## config.mk

```make
export PLATFORM = sky130hd
export DESIGN_NAME = pc8001m_rom_loader
export DESIGN_NICKNAME = d
export VERILOG_FILES = /design/src/rtl/pc8001m_pkg.sv /design/src/rtl/pc8001m_rst_stretch.sv /design/src/rtl/pc8001m_rom_loader.sv
export SDC_FILE = /design/constraint.sdc
export NUM_CORES = 1
export LEC_CHECK = 0
export ABC_AREA = 1
export BUFFER_PORTS_ARGS = -buffer_cell sky130_fd_sc_hd__buf_2
export CAP_MARGIN = 20
export CORE_ASPECT_RATIO = 0.7
export CORE_MARGIN = 2
export CORE_UTILIZATION = 41
export DETAILED_ROUTE_END_ITERATION = 8
export PLACE_DENSITY_LB_ADDON = 0.3
export SLEW_MARGIN = 15
export SYNTH_ARGS = -nofsm -noshare
export SYNTH_HDL_FRONTEND = slang
export SYNTH_SLANG_ARGS = --single-unit
```

## constraint.sdc

```tcl
create_clock -name clk_sys_i -period 1.4 [get_ports clk_sys_i]
set_input_delay 0.14 -clock clk_sys_i [delete_from_list [all_inputs] [get_ports clk_sys_i]]
set_output_delay 0.14 -clock clk_sys_i [all_outputs]
set_load 0.005 [all_outputs]
```

## src/rtl/pc8001m_pkg.sv

```systemverilog
// Shared types for the PC-8001 ROM loader: loader FSM states and default download index.
package pc8001m_pkg;

   typedef enum logic [2:0] {
      IDLE,
      LOAD,
      DRAIN,
      HOLD,
      RUN
   } rom_ld_state_t;

   localparam logic [7:0] ROM_LD_IDX_DEFAULT = 8'd0;

endpackage

```

## src/rtl/pc8001m_rst_stretch.sv

```systemverilog
// Loadable down-counter that sets how long the core stays in reset after a load.
// done_o flags the last HOLD cycle. The count stops at 1 and never wraps.
module pc8001m_rst_stretch #(
   parameter int unsigned RST_HOLD = 16
) (
   input  logic clk_i,
   input  logic rst_i,
   input  logic load_i,
   input  logic dec_i,
   output logic done_o
);

   localparam logic [7:0] HOLD_INIT = 8'(RST_HOLD);

   logic [7:0] cnt_q, cnt_d;

   always_comb begin
      cnt_d = cnt_q;
      if (load_i)
         cnt_d = HOLD_INIT;
      else if (dec_i && cnt_q > 8'd1)
         cnt_d = cnt_q - 8'd1;
   end

   always_ff @(posedge clk_i) begin
      if (rst_i)
         cnt_q <= HOLD_INIT;
      else
         cnt_q <= cnt_d;
   end

   assign done_o = (cnt_q == 8'd1);

endmodule

```

## src/rtl/pc8001m_rom_loader.sv

```systemverilog
// Sequences HPS ioctl downloads into the PC-8001 program memory and shares its port with CPU reads.
// Optional checksum accumulator: define PC8001M_ROM_SUM_EN to build it.
module pc8001m_rom_loader
   import pc8001m_pkg::*;
#(
   parameter int unsigned ADDR_W     = 15,
   parameter logic [7:0]  LOAD_INDEX = ROM_LD_IDX_DEFAULT,
   parameter int unsigned RST_HOLD   = 16
) (
   input  logic              clk_sys_i,
   input  logic              reset_i,
   input  logic              ioctl_download_i,
   input  logic [7:0]        ioctl_index_i,
   input  logic              ioctl_wr_i,
   input  logic [24:0]       ioctl_addr_i,
   input  logic [7:0]        ioctl_dout_i,
   output logic              ioctl_wait_o,
   input  logic              cpu_req_i,
   input  logic [ADDR_W-1:0] cpu_addr_i,
   output logic [7:0]        cpu_rdata_o,
   output logic              cpu_ack_o,
   output logic [ADDR_W-1:0] mem_addr_o,
   output logic [7:0]        mem_wdata_o,
   output logic              mem_we_o,
   input  logic [7:0]        mem_rdata_i,
   output logic              core_reset_o,
   output logic              load_done_o,
   output logic              load_err_o,
   output logic [7:0]        load_sum_o
);

   rom_ld_state_t state_q, state_d;

   logic              mem_we_q;
   logic [ADDR_W-1:0] mem_addr_q;
   logic [7:0]        mem_wdata_q;
   logic              rd_issued_q;
   logic              rd_pend_q;
   logic              cpu_ack_q;
   logic              load_err_q;
   logic              from_load_q;
   logic              hold_done;

   logic dl_match, load_entry, in_range, wr_acc, wr_drop;

   assign dl_match   = ioctl_download_i && (ioctl_index_i == LOAD_INDEX);
   assign load_entry = dl_match && (state_q inside {IDLE, RUN, HOLD});
   assign in_range   = (ioctl_addr_i >> ADDR_W) == 25'd0;
   assign wr_acc     = (state_q == LOAD) && ioctl_wr_i && in_range;
   assign wr_drop    = (state_q == LOAD) && ioctl_wr_i && !in_range;

   pc8001m_rst_stretch #(
      .RST_HOLD (RST_HOLD)
   ) u_rst_stretch (
      .clk_i  (clk_sys_i),
      .rst_i  (reset_i),
      .load_i (load_entry),
      .dec_i  (state_q == HOLD),
      .done_o (hold_done)
   );

   always_ff @(posedge clk_sys_i) begin
      if (reset_i)
         state_q <= HOLD;
      else
         state_q <= state_d;
   end

   always_comb begin
      state_d = state_q;
      case (state_q)
         IDLE:    state_d = dl_match ? LOAD : RUN;
         RUN:     if (dl_match) state_d = LOAD;
         HOLD: begin
            if (dl_match)
               state_d = LOAD;
            else if (hold_done)
               state_d = IDLE;
         end
         LOAD:    if (!ioctl_download_i) state_d = DRAIN;
         DRAIN:   if (!mem_we_q) state_d = HOLD;
         default: state_d = HOLD;
      endcase
   end

   // The core leaves reset in IDLE; the done pulse fires only when IDLE follows a download.
   always_comb begin
      core_reset_o = 1'b1;
      load_done_o  = 1'b0;
      case (state_q)
         IDLE: begin
            core_reset_o = 1'b0;
            load_done_o  = from_load_q;
         end
         RUN:     core_reset_o = 1'b0;
         default: ;
      endcase
   end

   // The registered memory port is the one-entry write buffer: a captured byte is
   // presented on the port in the very cycle it becomes valid and leaves it on the next.
   always_ff @(posedge clk_sys_i) begin
      if (reset_i) begin
         mem_we_q    <= 1'b0;
         mem_addr_q  <= '0;
         mem_wdata_q <= 8'd0;
         rd_issued_q <= 1'b0;
         rd_pend_q   <= 1'b0;
         cpu_ack_q   <= 1'b0;
         load_err_q  <= 1'b0;
         from_load_q <= 1'b0;
      end else begin
         mem_we_q  <= 1'b0;
         rd_pend_q <= 1'b0;
         cpu_ack_q <= rd_pend_q;
         if (wr_acc) begin
            mem_we_q    <= 1'b1;
            mem_addr_q  <= ioctl_addr_i[ADDR_W-1:0];
            mem_wdata_q <= ioctl_dout_i;
         end else if (cpu_req_i && !rd_issued_q) begin
            mem_addr_q  <= cpu_addr_i;
            rd_pend_q   <= 1'b1;
            rd_issued_q <= 1'b1;
         end
         if (cpu_ack_q)
            rd_issued_q <= 1'b0;

         if (load_entry)
            load_err_q <= 1'b0;
         else if (wr_drop)
            load_err_q <= 1'b1;

         if (load_entry)
            from_load_q <= 1'b1;
         else if (state_q == IDLE)
            from_load_q <= 1'b0;
      end
   end

`ifdef PC8001M_ROM_SUM_EN
   logic [7:0] sum_q;

   always_ff @(posedge clk_sys_i) begin
      if (reset_i || load_entry)
         sum_q <= 8'd0;
      else if (wr_acc)
         sum_q <= sum_q + ioctl_dout_i;
   end

   assign load_sum_o = sum_q;
`else
   assign load_sum_o = 8'd0;
`endif

   assign ioctl_wait_o = mem_we_q;
   assign mem_we_o     = mem_we_q;
   assign mem_addr_o   = mem_addr_q;
   assign mem_wdata_o  = mem_wdata_q;
   assign cpu_ack_o    = cpu_ack_q;
   assign cpu_rdata_o  = cpu_ack_q ? mem_rdata_i : 8'd0;
   assign load_err_o   = load_err_q;

endmodule

```

==> insert_results.sql, run 1 <==
INSERT INTO impl_metrics (metric_group, metric, value, unit) VALUES
('status', 'status', 'finished clean', ''),
('yosys', 'synthArstFlopShare', '0', '%'),
('yosys', 'synthTopCellsByArea', 'sky130_fd_sc_hd__dfxtp_1 (36%), sky130_fd_sc_hd__nor2_1 (15%), sky130_fd_sc_hd__nand2_1 (14%)', ''),
('die', 'row_count', '22', ''),
('yosys', 'synthTopCellsByCount', 'sky130_fd_sc_hd__nor2_1 (87), sky130_fd_sc_hd__nand2_1 (86), sky130_fd_sc_hd__inv_1 (55), sky130_fd_sc_hd__dfxtp_1 (40), sky130_fd_sc_hd__nand3_1 (35)', ''),
('sta', 'fmaxAchievable', '728', 'MHz'),
('power', 'leakagePower', '1.78', 'nW'),
('yosys', 'share_of_synthesized_cell_area_in_and_or_nand_and_nor_gates', '41.8', '%'),
('worst_setup_path', 'critPathKind', 'flip-flop to flip-flop', ''),
('yosys', 'synth_mux_area_share', '0', '%'),
('cts', 'clk_pin_slew', '0.08', 'ns'),
('global_route', 'grt_overflow', '0', ''),
('die', 'initial_core_util', '42.5', '%'),
('routing', 'wl_per_cell', '10.9', 'um'),
('worst_setup_path', 'crit_path_start_kind', 'flip-flop', ''),
('hold_path', 'worst_hold_path_type', 'input pin to flip-flop', ''),
('worst_setup_path', 'timing.critical_path.to_type', 'flip-flop', ''),
('layout', 'final_cell_area', '0.00312', 'sq mm'),
('yosys', 'synthAdderAreaFrac', '1.12', '%'),
('sta', 'final.period_utilization', '98.1', '%'),
('worst_setup_path', 'worstPathMaxFanout', '3', ''),
('cts', 'clkLatencyLatePin', '0.29', 'ns'),
('yosys', 'syn-cell-area', '0.00223', 'sq mm'),
('cts', 'cts_tree', 'yes', ''),
('yosys', 'yosysWarnings', '0', ''),
('routing', 'drcViolationCount', '0', ''),
('sta', 'final-max-slew-violation-count', '0', ''),
('cts', 'htree_num_levels', '2', ''),
('place', 'place.port_buffers', '105', ''),
('die', 'floorplan.io_pins', '114', ''),
('yosys', 'synth.ff_latch_count', '40', ''),
('routing', 'routed_via_density', '4.49', ''),
('yosys', 'synth_top_flop_cell', 'sky130_fd_sc_hd__dfxtp_1', ''),
('die', 'coreArea', '0.00526', 'sq mm'),
('power', 'max-vdd-ir-drop', '0.593', 'mV'),
('routing', 'drtIter0Drc', '107', ''),
('sta', 'timing.final.crit_period', '1.37', 'ns'),
('routing', 'detail-route-antenna-nets', '0', ''),
('place', 'dp.final_hpwl', '4.23', 'mm'),
('die', 'die-width', '92.2', 'um'),
('routing', 'num_vias', '2499', ''),
('place', 'dpl-instance-area', '0.00285', 'sq mm'),
('power', 'total_power', '4.13', 'mW'),
('yosys', 'postSynthAreaPerCell', '6.19', 'sq um'),
('routing', 'detail_route.wirelength', '6.04', 'mm'),
('yosys', 'syn_inst', '361', ''),
('sta', 'finalSetupViolations', '0', ''),
('sta', 'report.final.hold_viol_count', '0', ''),
('run', 'maxCapViolations', '0', ''),
('sta', 'grt_setup_unrepaired', 'yes', ''),
('cts', 'clockBufferDepth', '2', ''),
('sta', 'final.setup_skew', '0.00895', 'ns'),
('worst_setup_path', 'cp_data_arrival_time', '1.60', 'ns'),
('global_route', 'groute.usage.overall', '18.0', '%'),
('cts', 'cts.root.buffer_cell', 'sky130_fd_sc_hd__clkbuf_8', ''),
('yosys', 'synth_cell_types', '28', ''),
('global_route', 'antenna_violations_before_repair', '0', ''),
('yosys', 'synth_top_cell_area_share', '35.9', '%'),
('routing', 'tritonroute_pass_1_iters', '4', ''),
('yosys', 'synth_sequential_area_ratio', '35.9', '%'),
('layout', 'layout-area-overhead-vs-synth', '39.7', '%'),
('layout', 'finish.net_count', '554', ''),
('die', 'floorplan.die_area', '0.00606', 'sq mm'),
('cts', 'clk_sink_count', '40', ''),
('global_route', 'wire_length_of_the_first_global_routing_pass', '8.67', 'mm'),
('worst_setup_path', 'cp.required', '1.63', 'ns'),
('layout', 'num_antenna_cells', '0', ''),
('die', 'vertical_die_dimension', '65.8', 'um'),
('yosys', 'synth_enable_flop_cells', '0', ''),
('global_route', 'first_global_vias', '2075', ''),
('yosys', 'synthMostInstantiatedCell', 'sky130_fd_sc_hd__nor2_1', ''),
('power', 'power_density', '1320', 'mW/mm^2'),
('yosys', 'complex_gate_fraction_of_the_synthesized_area', '3.70', '%'),
('yosys', 'cell_accounting_for_the_most_synthesized_area', 'sky130_fd_sc_hd__dfxtp_1', ''),
('cts', 'tritoncts.num_buffers', '5', ''),
('place', 'gp_congestion', '0.834', ''),
('layout', 'share_of_layout_cells_above_drive_strength_1', '34.5', '%'),
('yosys', 'synth_top_family_by_area', 'simple AND/OR/NAND/NOR gates', ''),
('yosys', 'synth_xor_area_share', '1.96', '%'),
('global_route', 'grt_max_degree', '27', '');
[cells by family (layout without fill, tap and decap cells)]
| kind of cell | after synthesis | after routing |
|---|---|---|
| AO/OA/AOI/OAI | 15 | 15 |
| XOR/XNOR | 5 | 5 |
| adder cells (fa/ha/maj) | 2 | 2 |
| buffers and inverters | 77 | 192 |
| flip-flops | 40 | 40 |
| other | 1 | 8 |
| AND/OR/NAND/NOR | 221 | 222 |
[metrics by stage]
| step | setup TNS (ns) | std cells | setup slack (ns) | util, % | hold WS [ns] |
|---|---|---|---|---|---|
| after floorplan | 0 | 368 | 0.106 | - | 0.243 |
| after global placement | 0 | 539 | 0.00617 | 54.2 | 0.329 |
| after detailed placement | -0.482 | 539 | -0.0445 | 54.2 | 0.331 |
| after CTS | 0 | 551 | 0.00674 | 56.9 | 0.0271 |
| after global routing | -0.257 | 556 | -0.0660 | 59.4 | 0.0419 |
| final | 0 | 556 | 0.0266 | 59.4 | 0.0335 |
[per-layer routing]
metal	share of wire, %	up-vias	GRT usage, %
li1	-	1315	-
met1	45	1059	24.1
met2	45	120	29.0
met3	9.4	5	4.59
met4	0.48	0	4.66
met5	0	-	0
[repair_timing]
item,in CTS,in global routing
hold buffers,0,0
setup buffers,4,3
pin swaps,1,5
setup endpoints to repair,20,34
gates resized for setup,5,29
cloned,0,2
[critical path, cell delays in order (launching register included)]
cell                      delay (ns)
sky130_fd_sc_hd__dfxtp_2        0.39
sky130_fd_sc_hd__buf_4          0.13
sky130_fd_sc_hd__nand3_1        0.11
sky130_fd_sc_hd__nand2_1        0.13
sky130_fd_sc_hd__nand3_2        0.13
sky130_fd_sc_hd__buf_4          0.17
sky130_fd_sc_hd__nand2_1        0.06
sky130_fd_sc_hd__nand3_1        0.09
sky130_fd_sc_hd__nand3_1        0.11
[power by group]
group	leakage [nW]	internal (mW)	switching, mW
combinational	1.41	0.795	1.04
clock	0.0445	0.401	0.409
sequential	0.327	1.31	0.168
total	1.78	2.51	1.62
[registers in the layout, indices dropped and copies added, names as in the netlist]
name                 flops
cpu_ack_o                1
rd_pend_q                1
load_err_o               1
from_load_q              1
rd_issued_q              1
ioctl_wait_o             1
u_rst_stretch.cnt_q      8
state_q                  3
mem_wdata_o              8
mem_addr_o              15
[placed cells by master, fill, tap and decap left out, drive strengths merged, types with 5 or more instances in the layout]
| cell | synthesis | routed |
|---|---|---|
| nor3 | 5 | 5 |
| nand3 | 36 | 36 |
| conb | 1 | 8 |
| a21oi | 11 | 11 |
| dfxtp | 40 | 40 |
| clkbuf | 3 | 7 |
| nor2 | 89 | 89 |
| inv | 57 | 57 |
| nand2 | 89 | 90 |
| buf | 16 | 125 |
[path summary, 6_finish.rpt]
check	start	end	slack (ns)	cells after the start
setup / recovery	state_q[0]$_SDFFE_PP1P_	state_q[0]$_SDFFE_PP1P_	0.03	8
hold / removal	ioctl_dout_i[3]	mem_wdata_o[3]$_SDFFE_PP0P_	0.03	3
setup reg to reg	state_q[0]$_SDFFE_PP1P_	state_q[0]$_SDFFE_PP1P_	0.03	8
hold reg to reg	rd_pend_q$_SDFF_PP0_	cpu_ack_o$_SDFF_PP0_	0.44	2
[final cells by class]
class | count | area, sq um
well taps | 72 | 90.1
flip-flops and latches | 40 | 806
inverters | 58 | 224
clock buffers | 7 | 86.3
multi-input cells | 252 | 1220
repair buffers | 125 | 679
fillers | 496 | 2140
repair inverters | 1 | 7.51
clock inverters | 1 | 7.51
(Power assumes the default switching activity.)
==> inputs of run 2 (changes only) <==
Settings changed: SYNTH_HIERARCHICAL from default to 1.
==> run 2 against run 1 <==
  * Cell area is 4.0% higher
  * Register-to-register slack improved by 0.02 ns
  * Area after synthesis is 0.17% higher
  * Sequential cell count is the same
  * Core utilization is 2.4 points higher
  * Worst hold slack got worse by 0.0041 ns
  * Clock power grew 27%
  * Non-clock buffer count up 8
  * Critical path depth is 1 lower
  * Synthesized cell count fell by 0.28%
  * Die area up 0.16%
  * Critical path type is now flip-flop to output pin
  * Largest cell class unchanged
==> insert_results.sql, run 2 <==
INSERT INTO impl_metrics (metric_group, metric, value, unit) VALUES
('status', 'status', 'finished clean', ''),
('layout', 'largest_reg_flops', '15', ''),
('worst_setup_path', 'startpoint', 'state_q[1]$_SDFFE_PP1P_', ''),
('die', 'floorplan.io_pins', '114', ''),
('die', 'row_count', '22', ''),
('worst_setup_path', 'rr_endpoint', 'state_q[0]$_SDFFE_PP1P_', ''),
('routing', 'drtIter0Drc', '237', ''),
('sta', 'timing.final.crit_period', '1.37', 'ns'),
('die', 'vertical_die_dimension', '65.8', 'um'),
('sta', 'fmaxAchievable', '729', 'MHz'),
('yosys', 'postSynthAreaPerCell', '6.21', 'sq um'),
('layout', 'most_common_cell_after_layout_fill_and_taps_aside', 'sky130_fd_sc_hd__buf_2', ''),
('worst_setup_path', 'ff2ff_setup_slack', '0.05', 'ns'),
('power', 'max-vdd-ir-drop', '0.722', 'mV'),
('layout', 'layout-area-overhead-vs-synth', '45.1', '%'),
('yosys', 'synthMostInstantiatedCell', 'sky130_fd_sc_hd__nand2_1', ''),
('hold_path', 'worst_hold_path_type', 'input pin to flip-flop', ''),
('run', 'maxCapViolations', '0', ''),
('cts', 'cts_tree', 'yes', ''),
('yosys', 'synthTopCellsByArea', 'sky130_fd_sc_hd__dfxtp_1 (36%), sky130_fd_sc_hd__nand2_1 (16%), sky130_fd_sc_hd__nor2_1 (12%)', ''),
('cts', 'clkLatencyLatePin', '0.29', 'ns'),
('yosys', 'synth_enable_flop_cells', '0', ''),
('place', 'gp_congestion', '0.840', ''),
('layout', 'num_antenna_cells', '0', ''),
('cts', 'clk_sink_count', '40', ''),
('cts', 'cts.root.buffer_cell', 'sky130_fd_sc_hd__clkbuf_8', ''),
('sta', 'report.final.hold_viol_count', '0', ''),
('yosys', 'synth_top_flop_cell', 'sky130_fd_sc_hd__dfxtp_1', ''),
('yosys', 'cell_accounting_for_the_most_synthesized_area', 'sky130_fd_sc_hd__dfxtp_1', ''),
('place', 'dp.cells', '542', ''),
('yosys', 'syn-cell-area', '0.00224', 'sq mm'),
('place', 'place.port_buffers', '105', ''),
('global_route', 'first_global_vias', '2158', ''),
('global_route', 'grt_overflow', '0', ''),
('hold_path', 'hold_start', 'ioctl_dout_i[3]', ''),
('global_route', 'grt_max_degree', '18', ''),
('worst_setup_path', 'worst_r2r_path_depth', '8', ''),
('layout', 'finish.net_count', '558', ''),
('die', 'initial_core_util', '42.6', '%'),
('sta', 'grt_setup_unrepaired', 'yes', ''),
('routing', 'routed_via_density', '4.57', ''),
('global_route', 'groute.usage.overall', '19.4', '%'),
('die', 'floorplan.die_area', '0.00607', 'sq mm'),
('worst_setup_path', 'cp_data_arrival_time', '1.23', 'ns'),
('routing', 'tritonroute_pass_1_iters', '4', ''),
('yosys', 'synth_cell_types', '28', ''),
('worst_setup_path', 'timing.critical_path.to_type', 'output pin', ''),
('sta', 'final.setup_skew', '0.00649', 'ns'),
('power', 'leakagePower', '1.84', 'nW'),
('yosys', 'synthArstFlopShare', '0', '%'),
('die', 'die-width', '92.3', 'um'),
('worst_setup_path', 'critPathKind', 'flip-flop to output pin', ''),
('cts', 'clk_pin_slew', '0.08', 'ns'),
('layout', 'n_fill_cell', '496', ''),
('routing', 'detail_route.wirelength', '6.22', 'mm'),
('die', 'coreArea', '0.00526', 'sq mm'),
('place', 'dp.final_hpwl', '4.52', 'mm'),
('worst_setup_path', 'cp.required', '1.26', 'ns'),
('yosys', 'synth_top_cell_area_share', '35.8', '%'),
('worst_setup_path', 'r2r_start', 'state_q[0]$_SDFFE_PP1P_', ''),
('routing', 'wl_per_cell', '11.1', 'um'),
('yosys', 'syn_inst', '360', ''),
('layout', 'mostFrequentLayoutCells', 'sky130_fd_sc_hd__buf_2 (105), sky130_fd_sc_hd__nand2_1 (91), sky130_fd_sc_hd__nor2_1 (67)', ''),
('power', 'power_density', '1460', 'mW/mm^2'),
('global_route', 'antenna_violations_before_repair', '0', ''),
('yosys', 'synth_sequential_area_ratio', '35.8', '%'),
('global_route', 'wire_length_of_the_first_global_routing_pass', '9.40', 'mm'),
('yosys', 'synthTopCellsByCount', 'sky130_fd_sc_hd__nand2_1 (98), sky130_fd_sc_hd__nor2_1 (71), sky130_fd_sc_hd__inv_1 (48), sky130_fd_sc_hd__dfxtp_1 (40), sky130_fd_sc_hd__nand3_1 (36)', ''),
('routing', 'drcViolationCount', '0', ''),
('cts', 'htree_num_levels', '2', ''),
('cts', 'tritoncts.num_buffers', '5', ''),
('sta', 'finalSetupViolations', '0', ''),
('sta', 'final.period_utilization', '97.9', '%'),
('worst_setup_path', 'endpoint', 'load_done_o', ''),
('layout', 'finish.cell_count_without_fillers', '560', ''),
('worst_setup_path', 'worstPathMaxFanout', '4', ''),
('sta', 'final-max-slew-violation-count', '0', ''),
('yosys', 'synth.ff_latch_count', '40', ''),
('routing', 'detail-route-antenna-nets', '0', ''),
('cts', 'clockBufferDepth', '2', ''),
('sta', 'worst_hold_slack_after_final_layout', '0.0294', 'ns'),
('worst_setup_path', 'crit_path_start_kind', 'flip-flop', ''),
('yosys', 'yosysWarnings', '6', ''),
('layout', 'share_of_layout_cells_above_drive_strength_1', '38.5', '%'),
('routing', 'num_vias', '2558', '');
run 2: final cells by class:
| type | count | area [sq um] | share of cell area (%) |
|---|---|---|---|
| inverter | 51 | 196 | 6.05 |
| clock buffer | 7 | 96.3 | 2.97 |
| multi-input combinational | 256 | 1240 | 38.3 |
| timing repair buffer | 133 | 779 | 24.0 |
| sequential | 40 | 812 | 25.0 |
| clock inverter | 1 | 30.0 | 0.925 |
| tap | 72 | 90.1 | 2.77 |
run 2: logic make-up (layout without fill, tap and decap cells):
group                      Yosys count  count (layout)  share of synthesized area (%)
and+or+nand+nor                    226             227                           42.8
buffers and inverters               72             192                           14.6
DFF                                 40              40                           35.8
AOI/OAI and AO/OA                   16              16                           4.36
xor gates and xnor gates             3               3                           1.17
adders and majority gates            2               2                           1.12
other                                1               8                          0.168
run 2: routing by layer:
layer | track usage, % | vias up | routed length, um
met2 | 30.2 | 122 | 2800
met5 | 0 | - | 0
met1 | 26.5 | 1109 | 2810
met3 | 4.10 | 4 | 565
met4 | 7.46 | 0 | 40
li1 | - | 1323 | -
run 2: worst min-delay path by stage:
stage / end / cells past startpoint
detailed placement: mem_wdata_o[3]$_SDFFE_PP0P_ / 3
CTS: mem_wdata_o[3]$_SDFFE_PP0P_ / 3
global placement: mem_wdata_o[3]$_SDFFE_PP0P_ / 3
floorplan: mem_wdata_o[0]$_SDFFE_PP0P_ / 2
global route: mem_wdata_o[3]$_SDFFE_PP0P_ / 3
finish: mem_wdata_o[3]$_SDFFE_PP0P_ / 3
run 2: where the power goes:
| group | switching (mW) | total, mW | internal, mW |
|---|---|---|---|
| registers | 0.174 | 1.50 | 1.33 |
| logic | 1.26 | 2.21 | 0.951 |
| clock network | 0.405 | 1.03 | 0.629 |
run 2: metrics by stage:
step           cell area (sq um)  setup slack [ns]  setup TNS (ns)  power (mW)  util [%]
6_report                    3250            0.0287               0        4.75      61.8
5_1_grt                     3250           -0.0401          -0.142        5.09      61.8
4_1_cts                     3060           0.00539               0        4.47      58.2
3_5_place_dp                2900           -0.0206         -0.0212        3.33      55.1
3_3_place_gp                2900           -0.0144         -0.0144        3.28      55.1
2_1_floorplan               2260            0.0358               0        2.72         -
run 2: worst max-delay path, stage by stage, from the launching register on:
cell and delay (ns):
sky130_fd_sc_hd__dfxtp_4 0.37, sky130_fd_sc_hd__inv_6 0.08, sky130_fd_sc_hd__nand2_4 0.06, sky130_fd_sc_hd__buf_6 0.12, sky130_fd_sc_hd__nor2_4 0.10, sky130_fd_sc_hd__inv_2 0.05
sky130_fd_sc_hd__nor2_2 0.06, sky130_fd_sc_hd__buf_2 0.11
run 2: repair_timing:
item / 4_1_cts / 5_1_grt
resized for setup: 7 / 44
pin swaps: 1 / 24
buffers inserted: 2 / 6
hold buffers: 0 / 0
endpoints found under the setup margin: 4 / 26
gates cloned: 1 / 2
==> inputs of run 3 (changes only) <==
Settings changed: ABC_AREA 1 to default, ABC_CLOCK_PERIOD_IN_PS from default to 1400, CORE_UTILIZATION 41 to 40, GPL_TIMING_DRIVEN from default to 0.
==> run 3 against run 2 <==
  * Via count shrank 20%
  * Largest cell class unchanged
  * Global-route usage down 0.23 points
  * First-iteration DRC count fell by 73%
  * Critical path type is now flip-flop to flip-flop
  * Synthesized cell count shrank 39%
  * Sequential cell count did not move
  * Area after synthesis down 6.9%
  * Non-clock buffer count rose by 6
  * Critical endpoint is now state_q[0]$_SDFFE_PP1P_
  * The run now ends with setup timing left
==> insert_results.sql, run 3 <==
INSERT INTO impl_metrics (metric_group, metric, value, unit) VALUES
('die', 'row_count', '21', ''),
('routing', 'routed_via_density', '4.86', ''),
('yosys', 'syn_inst', '221', ''),
('cts', 'htree_num_levels', '2', ''),
('status', 'status', 'complete, but fails checks', ''),
('layout', 'most_common_cell_after_layout_fill_and_taps_aside', 'sky130_fd_sc_hd__buf_2', ''),
('worst_setup_path', 'timing.critical_path.to_type', 'flip-flop', ''),
('routing', 'num_vias', '2054', ''),
('sta', 'final-max-slew-violation-count', '0', ''),
('place', 'dp.cells', '402', ''),
('power', 'leakagePower', '1.57', 'nW'),
('routing', 'drtIter0Drc', '63', ''),
('global_route', 'antenna_violations_before_repair', '0', ''),
('cts', 'clockBufferDepth', '2', ''),
('sta', 'slew_headroom', '55.9', '%'),
('sta', 'final.period_utilization', '121', '%'),
('routing', 'detail_route.wirelength', '5.58', 'mm'),
('worst_setup_path', 'cp_data_arrival_time', '1.86', 'ns'),
('yosys', 'yosysWarnings', '6', ''),
('layout', 'layout-area-overhead-vs-synth', '61.2', '%'),
('yosys', 'synth_enable_flop_cells', '0', ''),
('global_route', 'wire_length_of_the_first_global_routing_pass', '8.91', 'mm'),
('cts', 'clk_sink_count', '40', ''),
('yosys', 'synth_cell_types', '41', ''),
('sta', 'worst_hold_slack_after_final_layout', '0.0789', 'ns'),
('worst_setup_path', 'crit_path_start_kind', 'flip-flop', ''),
('status', 'violations', 'setup timing', ''),
('cts', 'cts.hold.buffers_added', '0', ''),
('yosys', 'postSynthAreaPerCell', '9.43', 'sq um'),
('place', 'dp.final_hpwl', '3.83', 'mm'),
('layout', 'mostFrequentLayoutCells', 'sky130_fd_sc_hd__buf_2 (106), sky130_fd_sc_hd__dfxtp_1 (29), sky130_fd_sc_hd__mux2i_1 (24)', ''),
('yosys', 'synth_top_cell_area_share', '38.4', '%'),
('place', 'pre_cts_ws', '-0.430', 'ns'),
('die', 'floorplan.die_area', '0.00581', 'sq mm'),
('yosys', 'synthTopCellsByArea', 'sky130_fd_sc_hd__dfxtp_1 (38%), sky130_fd_sc_hd__mux2i_1 (12%), sky130_fd_sc_hd__a211oi_2 (9.0%)', ''),
('routing', 'detail-route-antenna-nets', '0', ''),
('die', 'vertical_die_dimension', '64.4', 'um'),
('global_route', 'first_global_vias', '1929', ''),
('layout', 'finish.cell_count_without_fillers', '423', ''),
('die', 'initial_core_util', '42.6', '%'),
('layout', 'largest_reg_flops', '15', ''),
('sta', 'final.setup_skew', '0.00298', 'ns'),
('sta', 'tightest_slew', '0.661', 'ns'),
('place', 'gp_congestion', '0.874', ''),
('routing', 'wl_per_cell', '13.2', 'um'),
('worst_setup_path', 'cp.required', '1.57', 'ns'),
('yosys', 'synth_top_flop_cell', 'sky130_fd_sc_hd__dfxtp_1', ''),
('sta', 'fmaxAchievable', '592', 'MHz'),
('layout', 'num_antenna_cells', '0', ''),
('yosys', 'synthTopCellsByCount', 'sky130_fd_sc_hd__dfxtp_1 (40), sky130_fd_sc_hd__nor2_1 (34), sky130_fd_sc_hd__mux2i_1 (26), sky130_fd_sc_hd__a211oi_2 (15), sky130_fd_sc_hd__nand2_1 (10)', ''),
('routing', 'drcViolationCount', '0', ''),
('sta', 'final.setup.worst_slack', '-0.290', 'ns'),
('worst_setup_path', 'critPathKind', 'flip-flop to flip-flop', ''),
('sta', 'report.final.hold_viol_count', '0', ''),
('routing', 'tritonroute_pass_1_iters', '4', ''),
('yosys', 'synth.ff_latch_count', '40', ''),
('cts', 'clk_pin_slew', '0.07', 'ns'),
('layout', 'finish.net_count', '425', ''),
('yosys', 'synth_sequential_area_ratio', '38.4', '%'),
('run', 'maxCapViolations', '0', ''),
('sta', 'finalSetupViolations', '35', ''),
('die', 'floorplan.io_pins', '114', ''),
('power', 'max-vdd-ir-drop', '0.666', 'mV'),
('yosys', 'cell_accounting_for_the_most_synthesized_area', 'sky130_fd_sc_hd__dfxtp_1', ''),
('global_route', 'groute.usage.overall', '19.2', '%'),
('power', 'power_density', '1110', 'mW/mm^2'),
('die', 'die-width', '90.3', 'um'),
('cts', 'clkLatencyLatePin', '0.29', 'ns'),
('worst_setup_path', 'worstPathMaxFanout', '3', ''),
('cts', 'cts.root.buffer_cell', 'sky130_fd_sc_hd__clkbuf_8', ''),
('sta', 'grt_setup_unrepaired', 'yes', ''),
('global_route', 'grt_overflow', '0', ''),
('cts', 'cts_tree', 'yes', ''),
('sta', 'timing.final.crit_period', '1.69', 'ns'),
('yosys', 'synthArstFlopShare', '0', '%'),
('yosys', 'synthMostInstantiatedCell', 'sky130_fd_sc_hd__dfxtp_1', ''),
('die', 'coreArea', '0.00489', 'sq mm'),
('layout', 'share_of_layout_cells_above_drive_strength_1', '59.9', '%'),
('place', 'place.port_buffers', '105', ''),
('hold_path', 'worst_hold_path_type', 'input pin to flip-flop', ''),
('yosys', 'syn-cell-area', '0.00208', 'sq mm'),
('global_route', 'grt_max_degree', '12', ''),
('cts', 'tritoncts.num_buffers', '5', '');
run 3: changes by cell type after synthesis, moves of 4 or more:
cell,before,now
sky130_fd_sc_hd__inv_1,48,8
sky130_fd_sc_hd__nor2b_1,0,4
sky130_fd_sc_hd__nand2_1,98,10
sky130_fd_sc_hd__nor2_2,5,0
sky130_fd_sc_hd__nand3_1,36,3
sky130_fd_sc_hd__o21ai_0,4,0
sky130_fd_sc_hd__and2_1,0,8
sky130_fd_sc_hd__a211oi_2,0,15
sky130_fd_sc_hd__or3_1,0,4
sky130_fd_sc_hd__nor2_1,71,34
sky130_fd_sc_hd__mux2i_1,0,26
sky130_fd_sc_hd__nand4_1,4,0
sky130_fd_sc_hd__or2_1,0,4
run 3: worst max-delay path, cell delays in order (launching register included):
cell and delay [ns]:
sky130_fd_sc_hd__dfxtp_2 0.35, sky130_fd_sc_hd__inv_2 0.06, sky130_fd_sc_hd__ha_4 0.15, sky130_fd_sc_hd__and3_1 0.13
sky130_fd_sc_hd__nand2b_4 0.13, sky130_fd_sc_hd__a211o_1 0.26, sky130_fd_sc_hd__a22o_1 0.25, sky130_fd_sc_hd__o31ai_2 0.18
sky130_fd_sc_hd__a21oi_1 0.06
run 3: kinds of logic after synthesis:
family / Yosys count / share of synthesized area, %
adder cells (fa/ha/maj): 2 / 1.20
other: 1 / 0.180
AO/OA/AOI/OAI: 37 / 17.1
flip-flops: 40 / 38.4
buffers and inverters: 28 / 7.99
multiplexers: 26 / 12.5
AND/OR/NAND/NOR: 87 / 22.6
run 3: per-layer routing:
layer	vias up	track usage, %	wire length, um
li1	1031	-	-
met1	927	24.3	2520
met2	94	31.3	2580
met3	2	5.66	450
met4	0	6.73	34
met5	-	0	0
run 3: worst paths after layout:
kind,cells past startpoint,startpoint,end,slack (ns)
max,8,u_rst_stretch/cnt_q[1]$_SDFFE_PP0P_,state_q[0]$_SDFFE_PP1P_,-0.29
min,3,ioctl_dout_i[5],mem_wdata_o[5]$_SDFFE_PP0P_,0.08
max reg2reg,8,u_rst_stretch/cnt_q[1]$_SDFFE_PP0P_,state_q[0]$_SDFFE_PP1P_,-0.29
min reg2reg,1,rd_pend_q$_SDFF_PP0_,cpu_ack_o$_SDFF_PP0_,0.44
run 3: area by class of cell:
class / count / area, sq um
fillers: 396 / 1530
multi-input cells: 160 / 1410
flip-flops and latches: 40 / 832
repair buffers: 120 / 749
plain buffers: 19 / 170
well taps: 69 / 86.3
clock buffers: 6 / 72.6
inverters: 8 / 30.0
clock inverters: 1 / 5.00
run 3: power breakdown:
| part | total (mW) | internal, mW | switching (mW) |
|---|---|---|---|
| registers | 1.49 | 1.31 | 0.178 |
| logic | 1.52 | 0.796 | 0.728 |
| clock network | 0.730 | 0.339 | 0.390 |
| total | 3.74 | 2.44 | 1.30 |
run 3: metrics by stage:
| step | setup TNS (ns) | power (mW) | utilization, % | area, sq um |
|---|---|---|---|---|
| after floorplan | -5.41 | 2.27 | - | 2150 |
| after global placement | -10.90 | 2.56 | 56.5 | 2760 |
| after detailed placement | -11.86 | 2.58 | 56.5 | 2760 |
| after CTS | -6.60 | 3.53 | 64.7 | 3160 |
| after global routing | -9.48 | 3.99 | 68.7 | 3360 |
| final | -7.69 | 3.74 | 68.7 | 3360 |
run 3: timing repair:
item                       CTS  global route
resized for setup           62            32
pin swaps                   10            13
cloned                       2             3
buffers inserted             6             5
setup endpoints to repair   37            36
